===== src/rtl/axis_arb_mux_monitor_pkg.sv =====
// Shared error-bit indices and grant-state encoding for the AXI-stream arbitrating mux monitor.
package axis_mon_pkg;

  localparam int unsigned ERR_W       = 6;
  localparam int unsigned ERR_ONEHOT  = 0;
  localparam int unsigned ERR_SWITCH  = 1;
  localparam int unsigned ERR_DATA    = 2;
  localparam int unsigned ERR_ORDER   = 3;
  localparam int unsigned ERR_OVERFLOW = 4;
  localparam int unsigned ERR_TIMEOUT = 5;

  typedef enum logic {
    IDLE,
    LOCKED
  } mon_state_t;

endpackage


===== src/rtl/axis_arb_mux_monitor_if.sv =====
// Slave-side and master-side AXI-stream signals of the observed mux, bundled for the monitor.
interface axis_arb_mux_monitor_if #(
  parameter int unsigned S_COUNT    = 4,
  parameter int unsigned DATA_WIDTH = 8,
  parameter int unsigned USER_WIDTH = 1
);

  logic [S_COUNT*DATA_WIDTH-1:0] s_axis_tdata;
  logic [S_COUNT-1:0]            s_axis_tvalid;
  logic [S_COUNT-1:0]            s_axis_tready;
  logic [S_COUNT-1:0]            s_axis_tlast;
  logic [S_COUNT*USER_WIDTH-1:0] s_axis_tuser;
  logic [DATA_WIDTH-1:0]         m_axis_tdata;
  logic                          m_axis_tvalid;
  logic                          m_axis_tready;
  logic                          m_axis_tlast;
  logic [USER_WIDTH-1:0]         m_axis_tuser;

  modport master (
    output s_axis_tdata, s_axis_tvalid, s_axis_tready, s_axis_tlast, s_axis_tuser,
    output m_axis_tdata, m_axis_tvalid, m_axis_tready, m_axis_tlast, m_axis_tuser
  );

  modport slave (
    input s_axis_tdata, s_axis_tvalid, s_axis_tready, s_axis_tlast, s_axis_tuser,
    input m_axis_tdata, m_axis_tvalid, m_axis_tready, m_axis_tlast, m_axis_tuser
  );

endinterface


===== src/rtl/axis_arb_mux_monitor_sb_fifo.sv =====
// Synchronous scoreboard FIFO; push at full is dropped unless a pop frees the slot in the same cycle.
module axis_mon_sb_fifo #(
  parameter int unsigned WIDTH = 8,
  parameter int unsigned DEPTH = 8
) (
  input  logic                     clk,
  input  logic                     rst,
  input  logic                     push,
  input  logic [WIDTH-1:0]         wdata,
  input  logic                     pop,
  output logic [WIDTH-1:0]         rdata_c,
  output logic                     full_c,
  output logic [$clog2(DEPTH):0]   count
);

  localparam int unsigned AW = $clog2(DEPTH);
  localparam int unsigned CW = AW + 1;

  logic [WIDTH-1:0] mem [DEPTH];
  logic [AW-1:0]    wr_ptr;
  logic [AW-1:0]    rd_ptr;
  logic             empty;
  logic             do_push;
  logic             do_pop;

  assign empty   = (count == '0);
  assign full_c  = (count == CW'(DEPTH));
  assign do_pop  = pop & ~empty;
  assign do_push = push & (~full_c | do_pop);
  assign rdata_c = mem[rd_ptr];

  always_ff @(posedge clk) begin
    if (rst) begin
      wr_ptr <= '0;
      rd_ptr <= '0;
      count  <= '0;
    end else begin
      if (do_push) wr_ptr <= wr_ptr + AW'(1);
      if (do_pop)  rd_ptr <= rd_ptr + AW'(1);
      count <= count + CW'(do_push) - CW'(do_pop);
    end
  end

  // Storage needs no reset: occupancy alone decides what is valid.
  always_ff @(posedge clk) begin
    if (do_push) mem[wr_ptr] <= wdata;
  end

endmodule


===== src/rtl/axis_arb_mux_monitor.sv =====
// Passive checker beside an AXI-stream arbitrating mux: grant atomicity, one-hot ready,
// in-order data integrity, starvation watchdogs, sticky error flags and per-input packet counts.
module axis_arb_mux_monitor
  import axis_mon_pkg::*;
#(
  parameter int unsigned S_COUNT     = 4,
  parameter int unsigned DATA_WIDTH  = 8,
  parameter int unsigned USER_ENABLE = 1,
  parameter int unsigned USER_WIDTH  = 1,
  parameter int unsigned SB_DEPTH    = 8,
  parameter int unsigned TIMEOUT     = 32,
  parameter int unsigned CNT_WIDTH   = 16
) (
  input  logic                           clk,
  input  logic                           rst,
  axis_arb_mux_monitor_if.slave          bus,
  input  logic                           err_clear,
  output logic [ERR_W-1:0]               err_flags,
  output logic [$clog2(S_COUNT)-1:0]     err_chan,
  output logic [S_COUNT*CNT_WIDTH-1:0]   pkt_count
);

  localparam int unsigned CH_W  = $clog2(S_COUNT);
  localparam int unsigned PAY_W = USER_WIDTH + 1 + DATA_WIDTH;
  localparam int unsigned ENT_W = CH_W + PAY_W;

  logic [S_COUNT-1:0]    s_acc;
  logic                  m_acc;
  logic                  any_acc;
  logic [CH_W-1:0]       sel;
  logic [DATA_WIDTH-1:0] sel_data;
  logic [USER_WIDTH-1:0] sel_user;
  logic                  sel_last;
  logic [CH_W-1:0]       rdy_low;
  logic [USER_WIDTH-1:0] user_mask;

  assign s_acc     = bus.s_axis_tvalid & bus.s_axis_tready;
  assign m_acc     = bus.m_axis_tvalid & bus.m_axis_tready;
  assign user_mask = (USER_ENABLE != 0) ? '1 : '0;

  // Lowest-index accepted beat is the one the scoreboard tracks.
  always_comb begin
    any_acc  = 1'b0;
    sel      = '0;
    sel_data = '0;
    sel_user = '0;
    sel_last = 1'b0;
    rdy_low  = '0;
    for (int i = int'(S_COUNT) - 1; i >= 0; i--) begin
      if (s_acc[i]) begin
        any_acc  = 1'b1;
        sel      = CH_W'(i);
        sel_data = bus.s_axis_tdata[i*DATA_WIDTH +: DATA_WIDTH];
        sel_user = bus.s_axis_tuser[i*USER_WIDTH +: USER_WIDTH];
        sel_last = bus.s_axis_tlast[i];
      end
      if (bus.s_axis_tready[i]) rdy_low = CH_W'(i);
    end
  end

  logic oh_err;
  assign oh_err = ($countones(bus.s_axis_tready) > 1);

  // Grant tracking: a multi-beat packet locks the output to its input until tlast.
  mon_state_t      state_q, state_d;
  logic [CH_W-1:0] lock_q, lock_d;
  logic            sw_err;
  logic [CH_W-1:0] sw_ch;

  always_ff @(posedge clk) begin
    if (rst) begin
      state_q <= IDLE;
      lock_q  <= '0;
    end else begin
      state_q <= state_d;
      lock_q  <= lock_d;
    end
  end

  always_comb begin
    state_d = state_q;
    lock_d  = lock_q;
    sw_err  = 1'b0;
    sw_ch   = '0;
    case (state_q)
      IDLE: begin
        if (any_acc && !sel_last) begin
          state_d = LOCKED;
          lock_d  = sel;
        end
      end
      LOCKED: begin
        for (int j = int'(S_COUNT) - 1; j >= 0; j--) begin
          if (s_acc[j] && (CH_W'(j) != lock_q)) begin
            sw_err = 1'b1;
            sw_ch  = CH_W'(j);
          end
        end
        if (s_acc[lock_q] && bus.s_axis_tlast[lock_q]) state_d = IDLE;
      end
      default: state_d = IDLE;
    endcase
  end

  // Scoreboard: accepted slave beats in order, compared against the master side on pop.
  logic [ENT_W-1:0]        sb_wdata;
  logic [ENT_W-1:0]        sb_head;
  logic                    sb_full;
  logic [$clog2(SB_DEPTH):0] sb_count;
  logic                    sb_empty;
  logic                    pop_ok;
  logic                    data_err;
  logic                    order_err;
  logic                    ovf_err;
  logic [CH_W-1:0]         head_src;
  logic [PAY_W-1:0]        m_vec;

  assign sb_wdata  = {sel, sel_user & user_mask, sel_last, sel_data};
  assign m_vec     = {bus.m_axis_tuser & user_mask, bus.m_axis_tlast, bus.m_axis_tdata};
  assign sb_empty  = (sb_count == '0);
  assign pop_ok    = m_acc & ~sb_empty;
  assign head_src  = sb_head[ENT_W-1 -: CH_W];
  assign data_err  = pop_ok & (sb_head[PAY_W-1:0] != m_vec);
  assign order_err = m_acc & sb_empty;
  assign ovf_err   = any_acc & sb_full & ~pop_ok;

  axis_mon_sb_fifo #(
    .WIDTH (ENT_W),
    .DEPTH (SB_DEPTH)
  ) u_sb_fifo (
    .clk     (clk),
    .rst     (rst),
    .push    (any_acc),
    .wdata   (sb_wdata),
    .pop     (m_acc),
    .rdata_c (sb_head),
    .full_c  (sb_full),
    .count   (sb_count)
  );

  // Starvation watchdogs: count consecutive stalled cycles per input.
  logic [S_COUNT-1:0] to_hit;
  logic [CH_W-1:0]    to_ch;

  if (TIMEOUT > 0) begin : g_wd
    localparam int unsigned WD_W = $clog2(TIMEOUT + 1);
    for (genvar gi = 0; gi < S_COUNT; gi++) begin : g_ch
      logic [WD_W-1:0] wd_q;
      logic            stall;
      assign stall      = bus.s_axis_tvalid[gi] & ~bus.s_axis_tready[gi];
      assign to_hit[gi] = stall & (wd_q == WD_W'(TIMEOUT - 1));
      always_ff @(posedge clk) begin
        if (rst || !stall)               wd_q <= '0;
        else if (wd_q != WD_W'(TIMEOUT)) wd_q <= wd_q + WD_W'(1);
      end
    end
  end else begin : g_no_wd
    assign to_hit = '0;
  end

  always_comb begin
    to_ch = '0;
    for (int i = int'(S_COUNT) - 1; i >= 0; i--) begin
      if (to_hit[i]) to_ch = CH_W'(i);
    end
  end

  // Saturating packet counters, one per input.
  logic [CNT_WIDTH-1:0] cnt_q [S_COUNT];

  always_ff @(posedge clk) begin
    for (int i = 0; i < int'(S_COUNT); i++) begin
      if (rst) cnt_q[i] <= '0;
      else if (s_acc[i] && bus.s_axis_tlast[i] && (cnt_q[i] != '1))
        cnt_q[i] <= cnt_q[i] + CNT_WIDTH'(1);
    end
  end

  for (genvar gc = 0; gc < S_COUNT; gc++) begin : g_cnt
    assign pkt_count[gc*CNT_WIDTH +: CNT_WIDTH] = cnt_q[gc];
  end

  // Sticky error latch; err_chan follows the lowest-indexed flag of the first error event.
  logic [ERR_W-1:0] new_err;
  logic [ERR_W-1:0] base_flags;
  logic [ERR_W-1:0] flags_d;
  logic [CH_W-1:0]  base_chan;
  logic [CH_W-1:0]  cand;
  logic [CH_W-1:0]  chan_d;

  always_comb begin
    new_err               = '0;
    new_err[ERR_ONEHOT]   = oh_err;
    new_err[ERR_SWITCH]   = sw_err;
    new_err[ERR_DATA]     = data_err;
    new_err[ERR_ORDER]    = order_err;
    new_err[ERR_OVERFLOW] = ovf_err;
    new_err[ERR_TIMEOUT]  = |to_hit;

    if (oh_err)         cand = rdy_low;
    else if (sw_err)    cand = sw_ch;
    else if (data_err)  cand = head_src;
    else if (order_err) cand = '0;
    else if (ovf_err)   cand = sel;
    else                cand = to_ch;

    base_flags = err_clear ? '0 : err_flags;
    base_chan  = err_clear ? '0 : err_chan;
    flags_d    = base_flags | new_err;
    chan_d     = ((base_flags == '0) && (new_err != '0)) ? cand : base_chan;
  end

  always_ff @(posedge clk) begin
    if (rst) begin
      err_flags <= '0;
      err_chan  <= '0;
    end else begin
      err_flags <= flags_d;
      err_chan  <= chan_d;
    end
  end

endmodule


===== src/flat_wrapper.sv =====
// flat-port wrapper written by rule: the top's interface ports become plain ports
module axis_arb_mux_monitor_flat import axis_mon_pkg::*;
#(
  parameter int unsigned S_COUNT     = 4,
  parameter int unsigned DATA_WIDTH  = 8,
  parameter int unsigned USER_ENABLE = 1,
  parameter int unsigned USER_WIDTH  = 1,
  parameter int unsigned SB_DEPTH    = 8,
  parameter int unsigned TIMEOUT     = 32,
  parameter int unsigned CNT_WIDTH   = 16
)
  (clk, rst, err_clear, err_flags, err_chan, pkt_count, bus_s_axis_tdata, bus_s_axis_tvalid, bus_s_axis_tready, bus_s_axis_tlast, bus_s_axis_tuser, bus_m_axis_tdata, bus_m_axis_tvalid, bus_m_axis_tready, bus_m_axis_tlast, bus_m_axis_tuser);
  axis_arb_mux_monitor_if #(.S_COUNT(S_COUNT), .DATA_WIDTH(DATA_WIDTH), .USER_WIDTH(USER_WIDTH)) bus_i ();
  input  logic clk;
  input  logic rst;
  input  logic err_clear;
  output logic [ERR_W-1:0] err_flags;
  output logic [$clog2(S_COUNT)-1:0] err_chan;
  output logic [S_COUNT*CNT_WIDTH-1:0] pkt_count;
  input wire logic [$bits(bus_i.s_axis_tdata)-1:0] bus_s_axis_tdata;
  input wire logic [$bits(bus_i.s_axis_tvalid)-1:0] bus_s_axis_tvalid;
  input wire logic [$bits(bus_i.s_axis_tready)-1:0] bus_s_axis_tready;
  input wire logic [$bits(bus_i.s_axis_tlast)-1:0] bus_s_axis_tlast;
  input wire logic [$bits(bus_i.s_axis_tuser)-1:0] bus_s_axis_tuser;
  input wire logic [$bits(bus_i.m_axis_tdata)-1:0] bus_m_axis_tdata;
  input wire logic [$bits(bus_i.m_axis_tvalid)-1:0] bus_m_axis_tvalid;
  input wire logic [$bits(bus_i.m_axis_tready)-1:0] bus_m_axis_tready;
  input wire logic [$bits(bus_i.m_axis_tlast)-1:0] bus_m_axis_tlast;
  input wire logic [$bits(bus_i.m_axis_tuser)-1:0] bus_m_axis_tuser;
  assign bus_i.s_axis_tdata = bus_s_axis_tdata;
  assign bus_i.s_axis_tvalid = bus_s_axis_tvalid;
  assign bus_i.s_axis_tready = bus_s_axis_tready;
  assign bus_i.s_axis_tlast = bus_s_axis_tlast;
  assign bus_i.s_axis_tuser = bus_s_axis_tuser;
  assign bus_i.m_axis_tdata = bus_m_axis_tdata;
  assign bus_i.m_axis_tvalid = bus_m_axis_tvalid;
  assign bus_i.m_axis_tready = bus_m_axis_tready;
  assign bus_i.m_axis_tlast = bus_m_axis_tlast;
  assign bus_i.m_axis_tuser = bus_m_axis_tuser;
  axis_arb_mux_monitor #(.S_COUNT(S_COUNT), .DATA_WIDTH(DATA_WIDTH), .USER_ENABLE(USER_ENABLE), .USER_WIDTH(USER_WIDTH), .SB_DEPTH(SB_DEPTH), .TIMEOUT(TIMEOUT), .CNT_WIDTH(CNT_WIDTH)) u_core (.clk(clk), .rst(rst), .bus(bus_i), .err_clear(err_clear), .err_flags(err_flags), .err_chan(err_chan), .pkt_count(pkt_count));
endmodule

===== config.mk =====
export PLATFORM = sky130hd
export DESIGN_NAME = axis_arb_mux_monitor_flat
export DESIGN_NICKNAME = d
export VERILOG_FILES = /design/src/rtl/axis_arb_mux_monitor_pkg.sv /design/src/rtl/axis_arb_mux_monitor_if.sv /design/src/rtl/axis_arb_mux_monitor_sb_fifo.sv /design/src/rtl/axis_arb_mux_monitor.sv /design/src/flat_wrapper.sv
export SDC_FILE = /design/constraint.sdc
export NUM_CORES = 1
export LEC_CHECK = 0
export ABC_AREA = 1
export ABC_CLOCK_PERIOD_IN_PS = 4400
export CAP_MARGIN = 10
export CELL_PAD_IN_SITES_DETAIL_PLACEMENT = 0
export CELL_PAD_IN_SITES_GLOBAL_PLACEMENT = 1
export CORE_MARGIN = 4
export CORE_UTILIZATION = 46
export DETAILED_ROUTE_END_ITERATION = 7
export GPL_ROUTABILITY_DRIVEN = 0
export PLACE_DENSITY = 0.83
export SLEW_MARGIN = 5
export SYNTH_ARGS = -nofsm -noshare
export SYNTH_HDL_FRONTEND = slang
export SYNTH_SLANG_ARGS = --single-unit

===== constraint.sdc =====
create_clock -name clk -period 4.4 [get_ports clk]
set_clock_uncertainty 0.2 [all_clocks]
set_input_delay 1.32 -clock clk [delete_from_list [all_inputs] [get_ports clk]]
set_output_delay 1.32 -clock clk [all_outputs]
set_load 0.05 [all_outputs]

---- Word level (Yosys, flattened, before mapping) ----
Memories as Yosys holds them, arrays and structs flattened. A register that Yosys moved wholly into a read port is not among the register bits.
Cells that the tools add are included.
word-level totals
  register bits after elaboration ......... 45
  bits in latches ......................... 0
  memory bits (writable) .................. 160
  ROM bits ................................ 0
  input bits .............................. 63
  output and inout bits ................... 72
  logic and storage cells ................. 183
  memories kept ........................... 2
memories
  name                  words  width  read ports  clocked after memory_dff  wr ports  RTL line                            text
  u_core.u_sb_fifo.mem  8      12     1           1                         1         axis_arb_mux_monitor_sb_fifo.sv:19  logic [WIDTH-1:0] mem [DEPTH];
  u_core.cnt_q          4      16     4           0                         4         axis_arb_mux_monitor.sv:169         logic [CNT_WIDTH-1:0] cnt_q [S_COUNT];
operators by class
  add/subtract/negate cells ............... 15
  multiply operators ...................... 0
  divide/modulo/power cells ............... 0
  order comparisons ....................... 2
  eq/ne operators ......................... 17
  shift operators ......................... 0
  muxes and demuxes ....................... 75
  bitwise operators ....................... 30
  reduce and logical (&&, ||, !) cells .... 31
operators by type and width
  cell                                                                              count
  16-bit by 1-bit adder with 16-bit output, second input constant                   4
  16-bit 2-to-1 mux                                                                 4
  16-bit != test, second input constant                                             4
  2-bit 2-to-1 mux                                                                  24
  1-bit 2-to-1 mux                                                                  37
  32-bit adder                                                                      1
  32-bit by 2-bit greater-than comparator with 1-bit output, second input constant  1
  8-bit 2-to-1 mux                                                                  4
  6-bit by 1-bit adder with 6-bit output, second input constant                     4
  6-bit by 5-bit equality test with 1-bit output, second input constant             4
  6-bit != test, second input constant                                              4
  1-bit AND                                                                         15
  1-bit logical AND                                                                 15
  10-bit != test                                                                    1
  1-bit NOT                                                                         8
  3-bit by 1-bit adder with 3-bit output, second input constant                     2
  6-bit logical NOT                                                                 1
  3-bit 2-to-1 mux                                                                  2
  6-bit 2-to-1 mux                                                                  1
  6-bit bitwise OR                                                                  1
  6-bit nonzero test                                                                1
  1-bit logical NOT                                                                 5
  1-bit bitwise OR                                                                  5
  1-bit by 1-bit adder with 2-bit output                                            2
  14 further kinds                                                                  20

---- Longest topological paths before layout ----
  word-level depth ........................ 13
  depth in mapped cells ................... 21
  gate-level depth less buffers ........... 19

---- Modules after synthesis ----
A second synthesis with hierarchy kept.
second synthesis, totals
  cell total of the unflattened synthesis .. 1117
  area total of the unflattened synthesis .. 10462.5 sq um
modules (own cells, without submodules)
  module                times used  cells an instance  area each (sq um)  sequential area each (sq um)
  axis_arb_mux_monitor  1           731                5999.5             2622.5
  axis_mon_sb_fifo      1           386                4463.0             3143.0

---- Least setup slack after synthesis ----
OpenSTA, ideal clock, no wires.
  path kind ............................... input-to-reg
  start ................................... input bus_m_axis_tvalid
  end ..................................... register u_core.u_sb_fifo.count[2]
  setup time .............................. 0.128 ns
  data arrival time ....................... 3.001 ns
  data required time ...................... 4.072 ns
  setup slack ............................. 1.071 ns
  stages .................................. 13
  buffers on the path ..................... 0
  cell sequence ........................... nand2_1 a21oi_1 inv_1 nand3_1 inv_1 nor2_1 inv_1 ha_1 inv_1 ha_1 fa_1 xnor2_1 nor2_1
between the ends
  longest elaborated chain between the ends .. 6
RTL lines
  what                                             RTL line                            text
  from (decl)                                      flat_wrapper.sv:26                  input wire logic [$bits(bus_i.m_axis_tvalid)-1:0] bus_m_axis_tvalid;
  1-bit AND (*)                                    axis_arb_mux_monitor.sv:38          assign m_acc = bus.m_axis_tvalid & bus.m_axis_tready;
  1-bit AND (*)                                    axis_arb_mux_monitor_sb_fifo.sv:28  assign do_pop = pop & ~empty;
  1-bit bitwise OR                                 axis_arb_mux_monitor_sb_fifo.sv:29  assign do_push = push & (~full_c | do_pop);
  1-bit AND                                        axis_arb_mux_monitor_sb_fifo.sv:29
  4-bit by 1-bit adder with 4-bit output           axis_arb_mux_monitor_sb_fifo.sv:40  count <= count + CW'(do_push) - CW'(do_pop);
  4-bit by 1-bit subtractor with 4-bit output (*)  axis_arb_mux_monitor_sb_fifo.sv:40
  to (signal assigned)                             axis_arb_mux_monitor_sb_fifo.sv:40
  to (decl)                                        axis_arb_mux_monitor_sb_fifo.sv:13  output logic [$clog2(DEPTH):0] count
Mark *: on every way between the ends. The rest lies on a longest branch, timed or not.
A chain may end at the register's enable or synchronous reset.

---- Worst setup path in the final report ----
  start ................................... input bus_s_axis_tready[2]
  end ..................................... memory u_core.u_sb_fifo.mem[3][2] (netlist bit), data pin
between the ends
  longest elaborated chain between the ends .. 4
RTL lines
  what                           RTL line                            text
  from (decl)                    flat_wrapper.sv:22                  input wire logic [$bits(bus_i.s_axis_tready)-1:0] bus_s_axis_tready;
  4-bit AND                      axis_arb_mux_monitor.sv:37          assign s_acc = bus.s_axis_tvalid & bus.s_axis_tready;
  8-bit 2-to-1 mux (3 in a row)  axis_arb_mux_monitor.sv:50          if (s_acc[i]) begin
  net u_core.sel_data[2]         axis_arb_mux_monitor.sv:31          logic [DATA_WIDTH-1:0] sel_data;
  to (decl)                      axis_arb_mux_monitor_sb_fifo.sv:19
The timed path passes the listed nets, and every way through them passes these cells.

==> impl_metrics.ini <==
[cells_and_area]
fin_util = 0.576
syn_to_final_growth_pct = 22.4
finalInstanceArea_sq_mm = 0.0127
fillers = 1945
fin_cells = 1574
nets = 1366
layout-drive-gt1-share = 0.0580

[timing]
post-route-min-period_ns = 3.50
setup_violations = 0
rsz0062_at_grt = no
timing.final.ws_setup_ns = 0.900
relSlewSlack = 0.359
fmaxAchievable_mhz = 286
worst_slew_pin_slew_ns = 0.951
maxSlewViolCount = 0
setup_tns_ns = 0
post-route-period-util = 0.796
hold_viol = 0

[synthesis]
synth_flop_cell = edfxtp_1
yosysSeqAreaShare = 0.558
syn_area_sq_mm = 0.0103
netlist.area_leader.share = 0.465
synth.most_common_cell = nand2_1
yosys_warnings = 0
synth_seq_cells = 208
syn_nets = 1215
synthTopCellsByArea = edfxtp_1 46%, dfxtp_1 9.3%, nand2_1 8.9%
synth_common_cells = 245 x nand2_1, 160 x edfxtp_1, 139 x nor2_1
synth_cell_types = 46
netlist_instances = 1126
syn_avg_cell_area_sq_um = 9.18
yosysTopAreaCell = edfxtp_1
ys_async_sr_fraction = 0
synth_edf_count = 160

[global_route]
antenna_found_initial = 4
grt_pass1_wl_mm = 40.0
grtUsageTotal = 0.202
globalRoute.totalOverflow = 0
grt_pass1_vias = 7822
grt_max_degree = 52

[setup_path]
worstSetupPathType = input port to flop
max_stage_delay_ns = 0.75
cpLargestDelayFamily = compound AO/OA/AOI/OAI gates
crit_slowest_cell = o21ai_0
path_cells = clkdlybuf4s50_1, nand2_1, inv_1, nor2_2, buf_4, a221oi_1, o21ai_0
cp_num_buf_inv = 3
startpoint_type = input port
path_max_fanout = 8
critical_path_arrival_ns = 3.45
crit_path_end_kind = flop
required_ns = 4.35

[drt]
vias_per_cell = 5.07
vias = 7979
wirelength_mm = 25.2
drtIter0Drc = 403
first_pass_iters = 6
wire_per_inst_um = 16.0
route.detailed.drc = 0
final_antenna_net_count = 0

[worst_hold_path]
min_path_type = flop to flop

[place]
place_inst = 1532
place_ws_ns = 0.442
dpl.hpwl_mm = 18.1
dpl_cell_area_sq_mm = 0.0120
port-buffer-count = 134

[cts]
cts_setup_buffers = 0
path_clk_slew_ns = 0.05
cts_sinks = 208
tritoncts = done
cts-hold-fix-buffers = 0
insertion_delay_ns = 0.50
htree_levels = 1
max-clock-path-buffers = 3
root_buffer = clkbuf_16
cts_buffers = 23
cts_resized = 0

[floorplan]
die_w_um = 158
core_region_area_sq_mm = 0.0220
rows = 54
dieArea_sq_mm = 0.0249
fp.dieH_um = 158
ios = 135
initial_core_util = 0.471

[job]
maxCapViolations = 0

[pwr]
p_leak_nw = 4.98
power_density_mw_per_mm2 = 415
ir_drop_v = 0.000250

[run_status]
status = complete, no violations
==> per-layer routing <==
layer,vias to the layer above,wire [um],track usage
li1,4078,-,-
met1,3624,10800,0.259
met2,216,12000,0.338
met3,55,1690,0.0489
met4,6,718,0.0647
met5,-,34,0
==> cells in the final DEF, fill, tap and decap left out, drive strengths merged, types with 28 or more instances in the layout <==
cell | netlist | layout
clkdlybuf4s50 | 0 | 134
nor2 | 141 | 141
inv | 140 | 140
nand2 | 249 | 249
a21oi | 57 | 57
nor3 | 28 | 28
edfxtp | 160 | 160
nand3 | 82 | 82
dfxtp | 48 | 48
clkbuf | 8 | 37
o21ai | 58 | 58
==> kinds of logic (layout without fill, tap and decap cells) <==
logic type,count (synthesis),after routing,synth area share
AO/OA/AOI/OAI,143,143,0.0781
other,0,1,0
XOR/XNOR,32,32,0.0271
buffers and inverters,171,338,0.0713
flip-flops,208,208,0.558
adder cells (fa/ha/maj),26,26,0.0329
AND/OR/NAND/NOR,546,546,0.233
==> through the flow <==
step / hold slack, ns / total power (W)
6_report: 0.271 / 0.00526
5_1_grt: 0.302 / 0.00554
4_1_cts: 0.269 / 0.00531
3_5_place_dp: 0.259 / 0.00360
3_3_place_gp: 0.254 / 0.00359
2_1_floorplan: 0.233 / 0.00324
==> final timing paths <==
path                            slack (ns)                         end  cells after the start                        from
worst min register to register        0.27                        flop                      2  u_core.u_sb_fifo.rd_ptr[2]
worst max-delay path                  0.90  u_core.u_sb_fifo.mem[3][2]                      7        bus_s_axis_tready[2]
worst max register to register        1.38          u_core.cnt_q[0][5]                     11          u_core.cnt_q[0][0]
worst min-delay path                  0.27                        flop                      2  u_core.u_sb_fifo.rd_ptr[2]
==> worst min-delay path, delay by kind of cell (launching register included) <==
| family | cells | cell delay (ns) |
|---|---|---|
| flip-flops | 1 | 0.31 |
| AO/OA/AOI/OAI | 1 | 0.06 |
| buffers and inverters | 1 | 0.05 |
==> state kept, by name (all words and copies together), names as in the netlist, named ones only <==
| register | flops |
|---|---|
| u_core.lock_q | 2 |
| u_core.err_flags | 6 |
| u_core.u_sb_fifo.rd_ptr | 3 |
| u_core.u_sb_fifo.count | 4 |
| u_core.g_wd.g_ch.wd_q | 24 |
| u_core.cnt_q | 64 |
| u_core.err_chan | 2 |
| u_core.state_q | 1 |
| u_core.u_sb_fifo.wr_ptr | 3 |
| u_core.u_sb_fifo.mem | 96 |
==> power by group <==
group          switching (W)  internal [W]  total, W
sequential         0.0000943       0.00232   0.00241
clock               0.000711      0.000985   0.00170
combinational       0.000748      0.000397   0.00115
total                0.00155       0.00370   0.00526
==> area by class of cell <==
cell class | instances | area [sq um] | share of cell area
antenna | 1 | 2.50 | 0.000198
clock buffer | 37 | 638 | 0.0504
clock inverter | 4 | 17.5 | 0.00138
inverter | 140 | 531 | 0.0419
multi-input combinational | 747 | 3840 | 0.303
sequential | 208 | 5770 | 0.456
tap | 280 | 350 | 0.0277
timing repair buffer | 157 | 1510 | 0.120
Note: power is estimated with default switching activity, not from simulation.
